==> src/rtl/lcd_panel_timing_gen.sv <==
// lcd_panel_timing_gen
// Generates the pixel clock, syncs and blanking for the 400x96 RGB555 panel,
// prefetches one pixel per slot from a one-cycle-latency frame buffer and
// holds RGB stable across the falling edge of nClock, where the panel samples.
// All outputs are registered and describe the counter position reached at
// the same Clock edge, so the first enabled Clock is frame start.

module lcd_panel_timing_gen #(
   parameter int CLK_DIV  = 4,
   parameter int H_SYNC   = 1,
   parameter int H_BACK   = 106,
   parameter int H_ACTIVE = 400,
   parameter int H_FRONT  = 3,
   parameter int V_SYNC   = 1,
   parameter int V_BACK   = 2,
   parameter int V_ACTIVE = 96,
   parameter int V_FRONT  = 5,
   parameter int ADDR_W   = 16
) (
   input  logic              Clock,
   input  logic              nReset,
   input  logic              Enable,
   output logic              nClock,
   output logic              HS,
   output logic              VS,
   output logic [14:0]       RGB,
   output logic              RdEn,
   output logic [ADDR_W-1:0] RdAddr,
   input  logic [14:0]       RdData,
   output logic              FrameStart,
   output logic              VBlank
);

   localparam int H_TOTAL = H_SYNC + H_BACK + H_ACTIVE + H_FRONT;
   localparam int V_TOTAL = V_SYNC + V_BACK + V_ACTIVE + V_FRONT;
   localparam int PW      = $clog2(CLK_DIV + 1);
   localparam int HW      = $clog2(H_TOTAL + 1);
   localparam int VW      = $clog2(V_TOTAL + 1);

   localparam logic [PW-1:0] PH_ONE   = PW'(1);
   localparam logic [PW-1:0] PH_HALF  = PW'(CLK_DIV / 2);
   localparam logic [PW-1:0] PH_LAST  = PW'(CLK_DIV - 1);
   localparam logic [HW-1:0] H_ONE    = HW'(1);
   localparam logic [HW-1:0] H_LAST   = HW'(H_TOTAL - 1);
   localparam logic [HW-1:0] H_SYNC_C = HW'(H_SYNC);
   localparam logic [HW-1:0] H_ACT_LO = HW'(H_SYNC + H_BACK);
   localparam logic [HW-1:0] H_ACT_HI = HW'(H_SYNC + H_BACK + H_ACTIVE);
   localparam logic [VW-1:0] V_ONE    = VW'(1);
   localparam logic [VW-1:0] V_LAST   = VW'(V_TOTAL - 1);
   localparam logic [VW-1:0] V_SYNC_C = VW'(V_SYNC);
   localparam logic [VW-1:0] V_ACT_LO = VW'(V_SYNC + V_BACK);
   localparam logic [VW-1:0] V_ACT_HI = VW'(V_SYNC + V_BACK + V_ACTIVE);

   // Current position; running is low for the first enabled Clock so that
   // Clock lands on phase 0 of hCnt=0, vCnt=0 instead of advancing past it.
   logic              running;
   logic [PW-1:0]     phase;
   logic [HW-1:0]     hCnt;
   logic [VW-1:0]     vCnt;
   logic [14:0]       hold;
   logic [ADDR_W-1:0] pixCnt;

   // Position after this Clock and everything decoded from it.
   logic [PW-1:0]     nPhase;
   logic [HW-1:0]     nH;
   logic [HW-1:0]     nHNext;
   logic [VW-1:0]     nV;
   logic              lineActive;
   logic              pixActive;
   logic              prefetch;
   logic              frameTop;
   logic [ADDR_W-1:0] pixBase;
   logic [14:0]       pixSrc;

   // Next position with simultaneous phase/line/frame wraps, plus decodes.
   always_comb begin
      // NOTE: every signal gets a default first so no path leaves it unassigned (no latch).
      nPhase = '0;
      nH     = '0;
      nV     = '0;
      if (running) begin
         nPhase = (phase == PH_LAST) ? '0 : phase + PH_ONE;
         nH     = hCnt;
         nV     = vCnt;
         if (phase == PH_LAST) begin
            nH = (hCnt == H_LAST) ? '0 : hCnt + H_ONE;
            if (hCnt == H_LAST) begin
               nV = (vCnt == V_LAST) ? '0 : vCnt + V_ONE;
            end
         end
      end
      nHNext     = nH + H_ONE;
      lineActive = (nV >= V_ACT_LO) && (nV < V_ACT_HI);
      pixActive  = lineActive && (nH >= H_ACT_LO) && (nH < H_ACT_HI);
      // The slot before an active pixel fetches it; the front porch never does.
      prefetch   = (nPhase == '0) && lineActive && (nHNext >= H_ACT_LO) && (nHNext < H_ACT_HI);
      frameTop   = (nPhase == '0) && (nH == '0) && (nV == '0);
      // Pixels are read in raster order, so the address is a running count
      // restarted at frame top rather than y*H_ACTIVE+x.
      pixBase    = frameTop ? '0 : pixCnt;
      // With CLK_DIV=2 the RAM data arrives on the same edge RGB loads, so bypass.
      pixSrc     = (phase == PH_ONE) ? RdData : hold;
   end

   // Counters, prefetch state and registered panel outputs.
   always_ff @(posedge Clock or negedge nReset) begin
      if (!nReset) begin
         running    <= 1'b0;
         phase      <= '0;
         hCnt       <= '0;
         vCnt       <= '0;
         hold       <= '0;
         pixCnt     <= '0;
         nClock     <= 1'b1;
         HS         <= 1'b1;
         VS         <= 1'b1;
         RGB        <= '0;
         RdEn       <= 1'b0;
         RdAddr     <= '0;
         FrameStart <= 1'b0;
         VBlank     <= 1'b1;
      end else if (!Enable) begin
         running    <= 1'b0;
         phase      <= '0;
         hCnt       <= '0;
         vCnt       <= '0;
         hold       <= '0;
         pixCnt     <= '0;
         nClock     <= 1'b1;
         HS         <= 1'b1;
         VS         <= 1'b1;
         RGB        <= '0;
         RdEn       <= 1'b0;
         RdAddr     <= '0;
         FrameStart <= 1'b0;
         VBlank     <= 1'b1;
      end else begin
         // NOTE: non-blocking so every register here sees pre-edge values of the others.
         running    <= 1'b1;
         phase      <= nPhase;
         hCnt       <= nH;
         vCnt       <= nV;
         nClock     <= (nPhase < PH_HALF);
         HS         <= (nH >= H_SYNC_C);
         VS         <= (nV >= V_SYNC_C);
         FrameStart <= frameTop;
         VBlank     <= !lineActive;
         RdEn       <= prefetch;
         if (running && (phase == PH_ONE)) begin
            hold <= RdData;
         end
         if (prefetch) begin
            RdAddr <= pixBase;
            pixCnt <= pixBase + ADDR_W'(1);
         end else begin
            pixCnt <= pixBase;
         end
         if (nPhase == '0) begin
            RGB <= pixActive ? pixSrc : '0;
         end
      end
   end

endmodule

==> config.mk <==
export PLATFORM = sky130hd
export DESIGN_NAME = lcd_panel_timing_gen
export DESIGN_NICKNAME = d
export VERILOG_FILES = /design/src/rtl/lcd_panel_timing_gen.sv
export SDC_FILE = /design/constraint.sdc
export NUM_CORES = 1
export LEC_CHECK = 0
export ABC_AREA = 1
export BUFFER_PORTS_ARGS = -buffer_cell sky130_fd_sc_hd__buf_2
export CAP_MARGIN = 30
export CORE_MARGIN = 8
export CORE_UTILIZATION = 41
export DETAILED_ROUTE_END_ITERATION = 8
export PLACE_DENSITY_LB_ADDON = 0.05
export SKIP_LAST_GASP = 1
export SLEW_MARGIN = 20
export SYNTH_ARGS = -nofsm -noshare
export SYNTH_HDL_FRONTEND = slang
export SYNTH_SLANG_ARGS = --single-unit
==> constraint.sdc <==
create_clock -name Clock -period 7.9 [get_ports Clock]
set_clock_uncertainty 0.2 [all_clocks]
set_input_delay 1.58 -clock Clock [delete_from_list [all_inputs] [get_ports Clock]]
set_output_delay 1.58 -clock Clock [all_outputs]
set_load 0.01 [all_outputs]
After elaboration in Yosys (flattened, before gate mapping)
Index checks and enable logic that the tools add are counted.
{"block": "word_totals", "register_bits": 88, "elab_cells": 78}
{"block": "classes", "n_addsub": 5, "n_lt_le_gt_ge": 9, "eq_ne": 7, "mux": 30, "n_reduce_logical": 13}
{"cell": "$mux W15", "n": 6}
{"cell": "$mux W16", "n": 5}
{"cell": "$mux W9", "n": 4}
{"cell": "$mux W7", "n": 5}
{"cell": "$add A9 B1 Y9 const B", "n": 2}
{"cell": "$ge A9 B7 Y1 const B", "n": 2}
{"cell": "$lt A9 B9 Y1 const B", "n": 2}
{"cell": "$add A16 B1 Y16 const B", "n": 1}
{"cell": "$eq A9 B9 Y1 const B", "n": 1}
{"cell": "$ge A9 B1 Y1 const B", "n": 1}
{"cell": "$logic_and A1 B1 Y1", "n": 9}
{"cell": "$logic_not A9 Y1", "n": 1}
{"cell": "$mux W3", "n": 3}
{"cell": "$add A7 B1 Y7 const B", "n": 1}
{"cell": "$eq A7 B7 Y1 const B", "n": 1}
{"cell": "$ge A7 B1 Y1 const B", "n": 1}
{"cell": "$ge A7 B2 Y1 const B", "n": 1}
{"cell": "$logic_not A7 Y1", "n": 1}
{"cell": "$lt A7 B7 Y1 const B", "n": 1}
{"cell": "$mux W1", "n": 7}
{"cell": "$ne A2 B1 Y1 const B", "n": 3}
{"cell": "$add A3 B1 Y3 const B", "n": 1}
{"cell": "$eq A3 B1 Y1 const B", "n": 1}
{"cell": "$eq A3 B2 Y1 const B", "n": 1}
{"cell": "3 further kinds", "n": 3}

Logic depth before layout (Yosys ltp)
Gate-level depths: netlist (run 1).
{"block": "depth", "depth_word": 12, "ltp_mapped": 27, "ltp_nobuf": 25}

Worst setup path after synthesis (run 1)
OpenSTA, ideal clock, no wires.
{"block": "synth_path", "path_type": "reg-to-reg", "start": "reg phase[0]", "end": "reg pixCnt[14]", "setup_time_ns": 0.119, "arrival_ns": 2.908, "required_time_ns": 7.581, "path_slack_ns": 4.673, "path_stages_with_launch": 26, "period_less_slack_ns": 3.227, "path_cell_list": "dfrtp_1 ha_1 nand2_4 inv_2 nand3_4 nand2_8 nor2_4 inv_1 ha_1 nand2_1 nor2_1 nand3_1 nor2_1 nand3_2 buf_6 buf_6 nand2_1 inv_1 ha_1 nand2_1 nor2_1 nand2_1 nor2_2 nand3_1 nand2_1 nor2_1"}
{"block": "synth_via", "elab_chain_len": 10}
{"item": "start: declaration", "line": "57", "text": "logic [PW-1:0] phase;"}
{"item": "start signal: assignment", "line": "140", "text": "phase <= nPhase;"}
{"item": "$add A3 B1 Y3 / $eq A3 B2 Y1 (equally long branches)", "line": "82, 85"}
{"item": "$mux W3 (tied with other cells)", "line": "82", "text": "nPhase = (phase == PH_LAST) ? '0 : phase + PH_ONE;"}
{"item": "$mux W3 (tied with other cells)", "line": "81", "text": "if (running) begin"}
{"item": "$logic_not A3 Y1 (tied with other cells)", "line": "96, 97"}
{"item": "$logic_and A1 B1 Y1 (on tied branches)", "line": "97, 93"}
{"item": "$logic_and A1 B1 Y1 (on tied branches)", "line": "97, 96"}
{"item": "$mux W16 / $logic_and A1 B1 Y1 (equally long branches)", "line": "100, 96"}
{"item": "$add A16 B1 Y16 / $logic_and A1 B1 Y1 (equally long branches)", "line": "154, 96"}
{"item": "$mux W16 (*)", "line": "152", "text": "if (prefetch) begin"}
{"item": "$mux W16 (*)", "line": "122", "text": "end else if (!Enable) begin"}
{"item": "end signal: assignment", "line": "154", "text": "pixCnt <= pixBase + ADDR_W'(1);"}
{"item": "end signal: assignment", "line": "156", "text": "pixCnt <= pixBase;"}
{"item": "end: declaration", "line": "61", "text": "logic [ADDR_W-1:0] pixCnt;"}
Mark *: on every way between the ends. The rest lies on a longest branch, timed or not.
A chain may end at the register's enable or synchronous reset.

Final worst setup path (run 1)
Ends and elaborated chain as after synthesis.

==> impl_metrics.csv, run 1 <==
group,metric,value,unit
logic_synthesis,synth_nets,679,
cts,clk_latency,340,ps
logic_synthesis,synthSimpleGateAreaFrac,33.35,%
logic_synthesis,synthTopCellsByArea,"dfrtp_1, nand2_1, nand3_1, o21ai_0, inv_1",
final_layout,fin_util,47.03,%
drt,routed_wl,11.77,mm
placement,dp_slack,3690,ps
run,cap_viol_max_count,0,
die,core-area,11960,um2
placement,place.gp.congestion,0.8402,
power,peakVddDrop,0.08404,mV
drt,wire_per_inst,13.88,um
logic_synthesis,yosys.area.top_type_share,42.09,%
cts,path_clk_slew,60,ps
logic_synthesis,synthArstFlopShare,100.0,%
die,die_w,126.4,um
logic_synthesis,synth_top_family_by_area,"simple AND/OR/NAND/NOR gates",
setup_path,critPathKind,"reg2reg",
global_route,grt_antenna_before_repair,0,
logic_synthesis,synth_compound_gate_area_share,10.35,%
cts,cts_buffers,9,
global_route,grt_max_degree,70,
global_route,grt_remaining_overflow,0,
sta,finalSetupTns,0,ps
sta,max_freq,0.2602,GHz
final_layout,fin_nets,724,
sta,setup_ws,4057,ps
cts,root_buffer,"clkbuf_16",
worst_hold_path,whs_path_depth,2,
logic_synthesis,yosysTopAreaCell,"dfrtp_1",
setup_path,arrival,3870,ps
cts,cts_tree,"built",
logic_synthesis,ys_ff_latch,88,
final_layout,stdcell_count,848,
logic_synthesis,syn_area,4994,um2
setup_path,startpoint_type,"register",
final_layout,area_growth,12.65,%
power,combPwrFrac,6.8,%
die,dieArea,15970,um2
drt,antenna_left,0,
sta,setup_viol,0,
final_layout,fillers,1151,
sta,hold_viol,0,
power,p_total,926.1,uW
die,fp.dieH,126.4,um
cts,htree_levels,3,
logic_synthesis,synth-edff-count,0,
logic_synthesis,netlist_top_cells_count,"nand2_1, nand3_1, dfrtp_1",
drt,drt_iter0_drc,238,
setup_path,startpoint,"phase[0]",
setup_path,worstPathMaxFanout,22,
cts,cts_hold_buf,0,
power,leakage,0.002883,uW
logic_synthesis,synth.area.mux_share,0,%
drt,viasPerCell,5.038,
sta,relSlewSlack,39.41,%
setup_path,reg2reg_from,"phase[0]",
drt,drc_errors,0,
power,clkPwrFrac,43.2,%
final_layout,drive_above_1_share,18.69,%
logic_synthesis,synthFlopType,"dfrtp_1",
power,swShare,24.52,%
placement,port_buffers,54,
logic_synthesis,synthXorXnorAreaFrac,0.5262,%
logic_synthesis,synth_seq_area_share,44.20,%
logic_synthesis,synth_area_per_cell,7.671,um2
logic_synthesis,synth_most_common_cell,"nand2_1",
sta,period_minus_slack,3843,ps
cts,cts_resized,0,
die,fp-row-count,40,
sta,slew_viol_final,0,
power,p_sw,227.1,uW
power,power.density,164.6,nW/um2
placement,post-place-cells,832,
logic_synthesis,synthDistinctLibCells,38,
placement,dp_hpwl,8.412,mm
logic_synthesis,synth_cells,651,
setup_path,reg2reg_depth,23,
sta,rsz0062_at_grt,"no",
drt,num_vias,4272,
worst_hold_path,hp-class,"reg2reg",
setup_path,crit_required,7930,ps
worst_hold_path,min_from,"RdAddr[13]",
final_layout,insertedDiodeCount,0,
global_route,grt_first_pass_wirelength,20.19,mm
drt,dr.pass1.iters,4,
cts,clock_sinks,88,
logic_synthesis,ys_warn_count,0,
power,p_seq_share,50.0,%
cts,cts_buffer_depth,2,
global_route,grt_pass1_vias,4205,
sta,post-route-period-util,48.64,%
power,p_int,699.1,uW
status,outcome,"finished, final reports clean",
cts,post-cts-setup-buffers,0,
logic_synthesis,yosys.area_share.adder,2.506,%
die,initial_core_util,41.75,%
global_route,track_usage,15.23,%
sta,worst-slew-pin-transition,906.6,ps
setup_path,crit_path_end_kind,"register",
die,ios,55,
## registers in the layout, summed over array words and instances, names as in the netlist
| name | cells |
|---|---|
| RdAddr | 16 |
| pixCnt | 16 |
| RGB | 15 |
| hold | 15 |
| hCnt | 9 |
| vCnt | 7 |
| phase | 3 |
| FrameStart | 1 |
| HS | 1 |
| RdEn | 1 |
| VBlank | 1 |
| VS | 1 |
| nClock | 1 |
| running | 1 |
## cells in the final DEF (no fill, tap or decap), types with 2 or more instances in the layout
cell type   Yosys  final
nand3_1        93     93
clkinv_2        1      2
a21oi_1        11     11
nand2_1       127    127
ha_1           10     10
nor2_2          7      7
nor2_4          6      6
nand3_4         3      3
nand4_1         7      7
dfstp_2         4      4
o21ai_1         8      9
o21ai_2        11     11
nor2_1         76     76
xor2_1          2      2
o21bai_1        2      2
inv_1          76     76
clkbuf_16       0      9
nand2_2         7      7
buf_2           2     53
nor3_1          7      7
buf_4           1      4
nand3_2         7      7
dfrtp_1        84     84
clkbuf_1       15      2
nand2_4         2      2
o21ai_0        59     58
inv_2           8      8
clkinvlp_4      0      2
## routing by layer
metal	track usage, %	wire length, um	up-vias
li1	-	-	2181
met5	0	0	-
met2	24.94	5625	61
met4	5.591	147	0
met3	2.597	300	10
met1	19.80	5695	2020
## power by group through the flow
stage | logic [uW] | registers (uW) | clock network (uW)
6_report | 63.3 | 463 | 400
5_1_grt | 72.6 | 463 | 428
4_1_cts | 65.2 | 463 | 413
3_5_place_dp | 65.2 | 471 | 0
3_3_place_gp | 64.4 | 471 | 0
2_1_floorplan | 41.1 | 471 | 0
## layout make-up
| cell class | count | area, um2 | area share [%] |
|---|---|---|---|
| clock buffer | 12 | 246.5 | 4.382 |
| clock inverter | 4 | 28.78 | 0.5116 |
| inverter | 87 | 330.3 | 5.872 |
| multi-input combinational | 453 | 2333 | 41.48 |
| sequential | 88 | 2207 | 39.23 |
| tap | 147 | 183.9 | 3.270 |
| timing repair buffer | 57 | 295.3 | 5.249 |
## stage by stage
stage                     hold WS [ps]  instance area, um2
final                            310.4                5625
after global routing             333.7                5625
after CTS                        316.3                5625
after detailed placement         298.5                5350
after global placement           291.3                5350
after floorplan                  264.0                4994
## worst max-delay path: stages (launching register included)
cell and delay, ps:
dfrtp_1 420, ha_1 270, nand2_4 120, nand2_1 120
inv_1 110, nand2_1 50, nand2_1 190, inv_1 130
ha_1 210, nand2_1 60, nor2_1 50, nand3_1 70
nor2_1 50, nand3_2 330, nand2_1 170, inv_1 90
ha_1 160, nand2_1 50, nor2_1 250, nand2_1 130
nor2_2 230, nand3_1 110, nand2_1 80, nor2_1 50
## cells by family (layout without fill, tap and decap cells)
kind of cell | count (synthesis) | count (layout)
flops | 88 | 88
simple gates | 347 | 347
xor+xnor | 3 | 3
compound gates | 93 | 93
fa+ha+maj | 10 | 10
buf+inv | 110 | 160
## path summary, 6_finish.rpt
check                      slack, ps          to
max                             4060  pixCnt[14]
min                              310  RdAddr[13]
max reg2reg                     4060  pixCnt[14]
min reg2reg                      310  RdAddr[13]
max in group asynchronous       5450     hCnt[6]
min in group asynchronous        980    hold[10]
No activity file was read; power rests on OpenSTA's default activity.
==> inputs of run 2 (changes only) <==
--- a/config.mk
+++ b/config.mk
@@ -5,7 +5,7 @@
 export SDC_FILE = /design/constraint.sdc
 export NUM_CORES = 1
 export LEC_CHECK = 0
-export ABC_AREA = 1
+export ABC_AREA = 0
 export BUFFER_PORTS_ARGS = -buffer_cell sky130_fd_sc_hd__buf_2
 export CAP_MARGIN = 30
 export CORE_MARGIN = 8
==> constraint.sdc (replaced) <==
create_clock -name Clock -period 3.3 [get_ports Clock]
set_clock_uncertainty 0.2 [all_clocks]
set_input_delay 0.66 -clock Clock [delete_from_list [all_inputs] [get_ports Clock]]
set_output_delay 0.66 -clock Clock [all_outputs]
set_load 0.01 [all_outputs]
==> run 2 against run 1 <==
The run now ends with setup timing left. Largest power group unchanged. Count of clock-buffer cells in the layout fell by 3. Synthesized area is 0.90% higher. Cell count fell by 2.6%.
==> impl_metrics.csv, run 2 <==
group,metric,value,unit
status,outcome,"complete, but fails checks",
status,violations,"setup timing",
logic_synthesis,ys_warn_count,0,
drt,routed_wl,14.62,mm
logic_synthesis,syn_area,5039,um2
cts,cts_hold_buf,0,
sta,worst-slew-pin-transition,693.4,ps
drt,dr.pass1.iters,4,
power,leakage,0.003150,uW
sta,post-route-period-util,108.4,%
final_layout,design_area,6815,um2
power,power.density,329.1,nW/um2
power,p_sw,580.6,uW
placement,place_area,6177,um2
logic_synthesis,yosysTopAreaCell,"dfrtp_1",
drt,wire_per_inst,17.70,um
logic_synthesis,synthArstFlopShare,100.0,%
final_layout,insertedDiodeCount,0,
run,cap_viol_max_count,0,
drt,antenna_left,0,
setup_path,crit_top_cell,"or4_4",
setup_path,arrival,3650,ps
final_layout,fin_nets,702,
setup_path,startpoint_type,"register",
cts,clock_sinks,88,
cts,root_buffer,"clkbuf_16",
die,fp-row-count,40,
die,dieArea,16090,um2
cts,cts_tree,"built",
power,p_total,2243,uW
placement,place.gp.congestion,0.8807,
logic_synthesis,synth-edff-count,0,
cts,clk_latency,360,ps
logic_synthesis,synth_nets,570,
final_layout,drive_above_1_share,34.32,%
power,combPwrFrac,6.1,%
sta,period_minus_slack,3578,ps
sta,hold_viol,0,
die,ios,55,
sta,hold-worst-slack,127.0,ps
logic_synthesis,ys_ff_latch,88,
placement,post-place-cells,802,
sta,relSlewSlack,53.56,%
cts,cts_buffer_depth,2,
power,peakVddDrop,0.2030,mV
setup_path,crit_required,3380,ps
global_route,track_usage,18.89,%
logic_synthesis,synth_seq_area_share,43.80,%
logic_synthesis,netlist_top_cells_count,"dfrtp_1, nand2_1, mux2i_1",
die,core-area,12010,um2
sta,setup_ws,-277.9,ps
placement,port_buffers,54,
drt,num_vias,4632,
die,fp.dieH,126.9,um
setup_path,critPathMaxStageDelay,520,ps
global_route,grt_pass1_vias,4865,
setup_path,path_cells,"ha_4, nand4b_4, or4_4, o31ai_4, o41ai_4, nand4_1, and2_4, ha_4, nand3_4, or4_4, or4_4, a21oi_2",
cts,htree_levels,3,
cts,path_clk_slew,70,ps
drt,drt_iter0_drc,272,
final_layout,mostFrequentLayoutCell,"buf_4",
logic_synthesis,synthTopCellsByArea,"dfrtp_1, mux2i_1, nand2_1, a21oi_1, a22o_1",
logic_synthesis,synth_area_per_cell,9.296,um2
global_route,grt_first_pass_wirelength,24.70,mm
final_layout,area_growth,35.26,%
sta,rsz0062_at_grt,"yes",
logic_synthesis,synthDistinctLibCells,65,
final_layout,reg_top3,"RdAddr (16), pixCnt (16)",
final_layout,stdcell_count,826,
power,p_seq_share,48.9,%
global_route,grt_antenna_before_repair,0,
logic_synthesis,synth_cells,542,
placement,dp_hpwl,10.16,mm
worst_hold_path,hp-class,"in2async",
setup_path,crit_path_end_kind,"register",
sta,slew_viol_final,0,
setup_path,worstPathMaxFanout,6,
power,swShare,25.89,%
drt,viasPerCell,5.608,
sta,setup_viol,32,
logic_synthesis,synth_most_common_cell,"dfrtp_1",
global_route,grt_remaining_overflow,0,
die,die_w,126.9,um
cts,cts_buffers,9,
power,p_int,1662,uW
setup_path,critPathKind,"reg2reg",
die,initial_core_util,41.95,%
global_route,grt_max_degree,89,
setup_path,crit_slowest_cell,"or4_4",
logic_synthesis,synthFlopType,"dfrtp_1",
logic_synthesis,yosys.area.top_type_share,41.72,%
power,clkPwrFrac,45.1,%
sta,max_freq,0.2795,GHz
drt,drc_errors,0,
final_layout,final_cell_mix,"buf_4, dfrtp_1, nand2_1",
==> run 2: cell type report <==
cell class	count	area, um2
fill	1103	5196
multi-input combinational	403	2944
sequential	88	2208
timing repair buffer	157	1134
clock buffer	9	225.2
tap	147	183.9
clock inverter	7	63.81
inverter	15	56.30
==> run 2: final timing paths <==
| kind | depth (start not counted) | endpoint | startpoint | slack, ps |
|---|---|---|---|---|
| max | 12 | pixCnt[14] | phase[1] | -280 |
| max in group asynchronous | 2 | nClock | nReset | 2360 |
| min | 2 | vCnt[4] | nReset | 130 |
| min reg2reg | 2 | RGB[11] | RGB[11] | 280 |
| max reg2reg | 12 | pixCnt[14] | phase[1] | -280 |
| min in group Clock | 2 | RGB[11] | RGB[11] | 280 |
==> run 2: per-layer routing <==
layer | up-vias | track usage, % | part of all wire (%)
met5 | - | 0 | 0
met4 | 0 | 7.838 | 1.7
met3 | 15 | 2.388 | 3.0
met2 | 80 | 31.07 | 49
met1 | 2279 | 24.57 | 46
li1 | 2258 | - | -
==> run 2: cells by family (layout without fill, tap and decap cells) <==
family	count (synthesis)	count (layout)	share of synthesized area (%)
AND/OR/NAND/NOR	224	224	23.34
buffers and inverters	51	188	4.345
XOR/XNOR	8	8	1.391
AO/OA/AOI/OAI	123	123	17.08
adder cells (fa/ha/maj)	10	10	2.483
flip-flops	88	88	43.80
multiplexers	38	38	7.549
==> run 2: power groups by stage <==
stage | clock network (uW) | logic (uW) | registers [uW]
final | 1010 | 136 | 1100
after global placement | 0 | 133 | 1120
after global routing | 1060 | 152 | 1100
after CTS | 1030 | 137 | 1100
after detailed placement | 0 | 135 | 1120
after floorplan | 0 | 63.8 | 1120
==> run 2: critical path, delay by kind of cell (launching register included) <==
family | cells | cell delay [ps]
compound gates | 3 | 560
fa+ha+maj | 2 | 360
flops | 1 | 400
simple gates | 7 | 1980
==> run 2: through the flow <==
| stage | setup slack (ps) | setup TNS (ps) | utilization (%) |
|---|---|---|---|
| floorplan | -322.0 | -6110 | - |
| global placement | -326.8 | -9547 | 51.41 |
| detailed placement | -406.1 | -10310 | 51.43 |
| CTS | -289.9 | -7650 | 55.60 |
| global route | -468.9 | -13170 | 56.74 |
| finish | -277.9 | -7392 | 56.74 |
==> run 2: repair_timing <==
item / 4_1_cts / 5_1_grt
pin swaps: 9 / 7
cloned: 0 / 1
setup endpoints to repair: 33 / 38
setup buffers: 4 / 3
gates resized for setup: 34 / 18
hold endpoints to repair: 0 / 0
